$ cat src/rtl/mode_ind_enc_if.sv
// Code handshake between the mode-select logic and the mode LED encoder.
// Transfer happens on a cycle where code_valid_i and code_ready_o are both high.
interface mode_ind_enc_if;
    logic [3:0] code_i;
    logic       code_valid_i;
    logic       code_ready_o;

    modport master (
        output code_i,
        output code_valid_i,
        input  code_ready_o
    );

    modport slave (
        input  code_i,
        input  code_valid_i,
        output code_ready_o
    );
endinterface

$ cat src/rtl/mode_ind_enc.sv
// Mode LED encoder: one-hot mode display, change-acknowledge flash, error blink.
// Define MODE_IND_ACK_EN to build the acknowledge flash states and flash counter.
module mode_ind_enc #(
    parameter int unsigned BLINK_DIV   = 12_500_000,
    parameter int unsigned ACK_FLASHES = 2
) (
    input  logic           clk,
    input  logic           rst,
    mode_ind_enc_if.slave  bus,
    output logic [3:0]     led_o,
    output logic           err_o
);

    localparam int unsigned CNT_W = $clog2(BLINK_DIV);
    localparam logic [CNT_W-1:0] CNT_LAST = CNT_W'(BLINK_DIV - 1);

    typedef enum logic [2:0] {
        SHOW,
        ACK_ON,
        ACK_OFF,
        ERR_ON,
        ERR_OFF
    } state_t;

    if (BLINK_DIV < 2 || ACK_FLASHES < 1) begin : g_bad_cfg
        $error("mode_ind_enc: BLINK_DIV must be >= 2 and ACK_FLASHES >= 1");
    end

    state_t           state;
    state_t           state_nxt;
    logic [CNT_W-1:0] cnt;
    logic [CNT_W-1:0] cnt_nxt;
    logic [3:0]       cur;
    logic [3:0]       cur_nxt;
    logic [3:0]       led_nxt;
    logic             xfer;
    logic             phase_end;
    logic             enter;

`ifdef MODE_IND_ACK_EN
    localparam int unsigned FL_W = $clog2(ACK_FLASHES + 1);
    localparam logic [FL_W-1:0] FL_LAST = FL_W'(ACK_FLASHES - 1);

    logic [FL_W-1:0] flash;
    logic [FL_W-1:0] flash_nxt;
    logic            ready_q;

    assign bus.code_ready_o = ready_q;
`else
    assign bus.code_ready_o = 1'b1;
`endif

    assign xfer      = bus.code_valid_i & bus.code_ready_o;
    assign phase_end = (cnt == CNT_LAST);

    always_ff @(posedge clk) begin
        if (rst) begin
            state <= SHOW;
            cnt   <= '0;
            cur   <= '0;
            led_o <= 4'b0000;
            err_o <= 1'b0;
`ifdef MODE_IND_ACK_EN
            flash   <= '0;
            ready_q <= 1'b1;
`endif
        end else begin
            state <= state_nxt;
            cnt   <= cnt_nxt;
            cur   <= cur_nxt;
            led_o <= led_nxt;
            err_o <= (cur > 4'd4);
`ifdef MODE_IND_ACK_EN
            flash   <= flash_nxt;
            ready_q <= !(state == ACK_ON || state == ACK_OFF);
`endif
        end
    end

    always_comb begin
        state_nxt = state;
        cur_nxt   = cur;
        enter     = 1'b0;
`ifdef MODE_IND_ACK_EN
        flash_nxt = flash;
`endif
        unique case (state)
            SHOW: ;
`ifdef MODE_IND_ACK_EN
            ACK_ON: begin
                if (phase_end) begin
                    state_nxt = ACK_OFF;
                    enter     = 1'b1;
                end
            end
            ACK_OFF: begin
                if (phase_end) begin
                    enter = 1'b1;
                    if (flash == FL_LAST) begin
                        state_nxt = SHOW;
                    end else begin
                        state_nxt = ACK_ON;
                        flash_nxt = flash + 1'b1;
                    end
                end
            end
`endif
            ERR_ON: begin
                if (phase_end) begin
                    state_nxt = ERR_OFF;
                    enter     = 1'b1;
                end
            end
            ERR_OFF: begin
                if (phase_end) begin
                    state_nxt = ERR_ON;
                    enter     = 1'b1;
                end
            end
            default: state_nxt = SHOW;
        endcase

        // A re-sent identical code must not restart the blink phase.
        if (xfer && bus.code_i != cur) begin
            cur_nxt = bus.code_i;
            enter   = 1'b1;
            if (bus.code_i > 4'd4) begin
                state_nxt = ERR_ON;
            end else begin
`ifdef MODE_IND_ACK_EN
                state_nxt = ACK_ON;
                flash_nxt = '0;
`else
                state_nxt = SHOW;
`endif
            end
        end

        if (enter || state_nxt == SHOW) begin
            cnt_nxt = '0;
        end else begin
            cnt_nxt = cnt + 1'b1;
        end
    end

    always_comb begin
        led_nxt = 4'b0000;
        unique case (state)
            SHOW: begin
                unique case (cur)
                    4'd1:    led_nxt = 4'b0001;
                    4'd2:    led_nxt = 4'b0010;
                    4'd3:    led_nxt = 4'b0100;
                    4'd4:    led_nxt = 4'b1000;
                    default: led_nxt = 4'b0000;
                endcase
            end
`ifdef MODE_IND_ACK_EN
            ACK_ON:  led_nxt = 4'b1111;
`endif
            ERR_ON:  led_nxt = 4'b1111;
            default: led_nxt = 4'b0000;
        endcase
    end

endmodule

$ cat src/flat_wrapper.sv
// flat-port wrapper written by rule: the top's interface ports become plain ports
module mode_ind_enc_flat 
#(
    parameter int unsigned BLINK_DIV   = 12_500_000,
    parameter int unsigned ACK_FLASHES = 2
)
  (clk, rst, led_o, err_o, bus_code_i, bus_code_valid_i, bus_code_ready_o);
  mode_ind_enc_if bus_i ();
  input  logic clk;
  input  logic rst;
  output logic [3:0] led_o;
  output logic err_o;
  input wire logic [$bits(bus_i.code_i)-1:0] bus_code_i;
  input wire logic [$bits(bus_i.code_valid_i)-1:0] bus_code_valid_i;
  output wire logic [$bits(bus_i.code_ready_o)-1:0] bus_code_ready_o;
  assign bus_i.code_i = bus_code_i;
  assign bus_i.code_valid_i = bus_code_valid_i;
  assign bus_code_ready_o = bus_i.code_ready_o;
  mode_ind_enc #(.BLINK_DIV(BLINK_DIV), .ACK_FLASHES(ACK_FLASHES)) u_core (.clk(clk), .rst(rst), .bus(bus_i), .led_o(led_o), .err_o(err_o));
endmodule
$ cat config.mk
export PLATFORM = sky130hd
export DESIGN_NAME = mode_ind_enc_flat
export DESIGN_NICKNAME = d
export VERILOG_FILES = /design/src/rtl/mode_ind_enc_if.sv /design/src/rtl/mode_ind_enc.sv /design/src/flat_wrapper.sv
export SDC_FILE = /design/constraint.sdc
export NUM_CORES = 1
export LEC_CHECK = 0
export ABC_AREA = 1
export CAP_MARGIN = 10
export CORE_MARGIN = 2
export CORE_UTILIZATION = 58
export DETAILED_ROUTE_END_ITERATION = 8
export GPL_TIMING_DRIVEN = 1
export PLACE_DENSITY = 0.79
export SLEW_MARGIN = 10
export SYNTH_ARGS = -nofsm -noshare
export SYNTH_HDL_FRONTEND = slang
export SYNTH_SLANG_ARGS = --single-unit
$ cat constraint.sdc
create_clock -name clk -period 2.35 [get_ports clk]
set_clock_uncertainty 0.1 [all_clocks]
set_input_delay 0.3525 -clock clk [delete_from_list [all_inputs] [get_ports clk]]
set_output_delay 0.3525 -clock clk [all_outputs]
set_load 0.01 [all_outputs]
==> results.md <==
* Status: finished clean
* Total GRT Usage at 21.2%
* CP Data Required Time at 2.48 ns
* Yosys cell types at 27
* Most frequent cell after synthesis: nand2_1
* Post-Syn Area at ~1900 um^2
* CP arrival at 2.04 ns
* Setup WS pre-CTS at 0.238 ns
* Avg Synthesized Cell Area at 7.31 um^2
* Row cnt at 20
* Layout cells sized above 1 at 15.8%
* Hold Buf Count CTS at 0
* Largest net degree at the start of global routing at 25
* Tmin final at 1.91 ns
* Num CTS Buffers at 5
* Async SR Flop Fraction at 0%
* Worst R2R Path Depth at 11
* Max_cap viols at 0
* Commonest register cell after synthesis: dfxtp_1
* Detailed Place HPWL at between 2000 and 3000 um
* Hold crit path type: flip-flop to flip-flop
* Setup Fix Bufs, Post-CTS at 0
* R2R Path Start: u_core.cnt[1]
* Pwr/cell area at ~630 nW/um^2
* Critical Path Start: u_core.cnt[1]
* Final GP Congestion at 0.820
* Vias at 1535
* Setup CP Type: flip-flop to flip-flop
* Post-synth EDFFs at 0
* CTS Sinks at 36
* Die extent in x at 60.6 um
* Area of the core at 3050 um^2
* Antenna Cells at 0
* Average via count per standard cell at just under 5
* Top cells by count, synth: 53 x nand2_1, 36 x dfxtp_1, 29 x inv_1, 29 x nor2_1, 20 x nor2_2
* H-tree levels at 2
* Maximum clock rate at 0.523 GHz
* Routed WL at 3380 um
* WL/cell at ~11 um
* Setup crit end: u_core.cnt[1]
* I/O Pins at 13
* Ys Warns at 0
* ANT nets after route at 0
* Top cells by area, synth: dfxtp_1 39%, nand2_1 11%, nor2_2 6.7%
* DRC viols at 0
* Total gr overflow at 0
* Fin Setup TNS at 0 ns
* Sequential-to-total area share from yosys stat at about two fifths
* Effective utilization at floorplan at 60.8%
* CTS tree: done
* Setup Viol. Count Final at 0
* First DRT Iteration DRCs at 76
* Worst VDD drop at 0.000485 V
* CP Capture Type: flip-flop
* Period Utilization, post-route at 81.4%
* Unrepaired setup endpoints after global routing: false
* Fin nets at 279
* Clock root buffer: clkbuf_4
* Vias in the first global route at 1393
* Clock Path Buffers at 2
* Worst r2r dst: u_core.cnt[1]
* Post-CTS sizing at 0
* Worst-skew pair later-pin latency at 0.33 ns
* Die Ht at 60.6 um
* Syn nets at 262
* Synth area leader: dfxtp_1
* Post-synthesis cell count at 254
* Final Max Slew Viols at 0
* Filler cell count at 257
* Die Area at approximately 3700 um^2
* Setup WS post-layout at 0.438 ns
* Hold slack at around 0.44 ns
* I/O Buffers at 11
* Type of origin of the critical path: flip-flop
* Synth Register Bits at 36
* Area growth syn-to-layout at 15.8%
* Antenna violations before repair at 0
* Worst-path maximum fanout at 24
* Top cell type's share of synthesized area at 38.8%
* First-pass GRT wire length at 5750 um
* Reg-to-reg slack, setup at 0.44 ns
* First-pass detailed-route iteration total at 4
* Clock-pin transition on the worst setup and hold timing paths at 0.11 ns
* Final Hold Viols at 0
* Tot Pwr at 1.36 mW
* P_leak at 0.825 nW
==> where the power goes <==
group	switching (mW)	internal, mW
Clock	0.207	0.438
Sequential	0.00937	0.622
Combinational	0.0489	0.0391
Total	0.265	1.10
==> final cells by class <==
cell class	instances	area, um^2	share of cell area, %
Sequential cell	36	721	33.5
Clock buffer	5	37.5	1.75
Timing Repair Buffer	14	145	6.75
Clock inverter	3	90.1	4.19
Multi-Input combinational cell	183	985	45.8
Tap cell	44	55.1	2.56
Inverter	31	116	5.41
==> per-layer routing <==
layer	vias to the layer above	share of wire [%]	GRT usage, %
li1	830	-	-
met4	0	1.1	7.14
met2	24	43	32.4
met5	-	0	0
met1	677	52	28.7
met3	4	3.1	6.40
==> worst min-delay path by stage <==
stage                            endpoint          start  depth (start not counted)
after floorplan             u_core.cnt[0]  u_core.cnt[0]                          1
after global placement    u_core.led_o[0]  u_core.cur[0]                          2
after detailed placement  u_core.led_o[0]  u_core.cur[0]                          2
after CTS                   u_core.cur[3]  u_core.cur[3]                          2
after global routing        u_core.cur[3]  u_core.cur[3]                          2
final                       u_core.cur[3]  u_core.cur[3]                          2
==> critical path, cell delays in order (launching register included) <==
cell and delay, ns:
dfxtp_1 0.37, ha_1 0.22, nand3_2 0.14, inv_1 0.12, nand2_1 0.06, nor2_1 0.15
nand3_1 0.09, nand3_1 0.12, nand3_1 0.09, nand2_2 0.08, buf_12 0.20, nor2_1 0.07
==> state kept, by name, indices dropped and copies added (netlist names) <==
| name | cells |
|---|---|
| u_core.err_o | 1 |
| u_core.cur | 4 |
| u_core.state | 3 |
| u_core.cnt | 24 |
| u_core.led_o | 4 |
==> through the flow <==
step | area (um^2) | utilization, % | std cells
detailed placement | 2020 | 66.2 | 308
finish | 2150 | 70.4 | 316
global route | 2150 | 70.4 | 316
CTS | 2150 | 70.4 | 316
global placement | 2020 | 66.2 | 308
floorplan | 1860 | - | 254
==> layout by cell type (no fill, tap or decap) <==
cell type | synthesis | layout
a21oi_1 | 12 | 12
a21oi_2 | 1 | 1
and2_1 | 1 | 1
buf_12 | 0 | 1
buf_4 | 1 | 2
bufinv_16 | 0 | 3
clkbuf_4 | 0 | 5
clkdlybuf4s50_1 | 0 | 11
conb_1 | 1 | 1
dfxtp_1 | 36 | 36
ha_1 | 1 | 1
inv_1 | 29 | 29
inv_2 | 2 | 2
nand2_1 | 53 | 53
nand2_2 | 3 | 3
nand2_4 | 1 | 1
nand3_1 | 16 | 16
nand3_2 | 2 | 2
nand3b_1 | 4 | 4
nand4_1 | 3 | 3
nor2_1 | 29 | 29
nor2_2 | 20 | 20
nor2_4 | 1 | 1
nor3_1 | 8 | 8
nor3_2 | 2 | 2
nor3b_1 | 1 | 1
o21ai_0 | 2 | 2
xnor2_1 | 9 | 9
xor2_1 | 13 | 13
==> cell families (layout without fill, tap and decap cells) <==
kind of cell / after synthesis / count (layout) / share of synthesized area (%)
AO/OA/AOI/OAI: 15 / 15 / 4.25
XOR/XNOR: 22 / 22 / 10.4
adder cells (fa/ha/maj): 1 / 1 / 0.674
buffers and inverters: 35 / 53 / 8.09
flip-flops: 36 / 36 / 38.8
other: 1 / 1 / 0.202
AND/OR/NAND/NOR: 144 / 144 / 37.6
No activity file was read; power rests on OpenSTA's default activity.
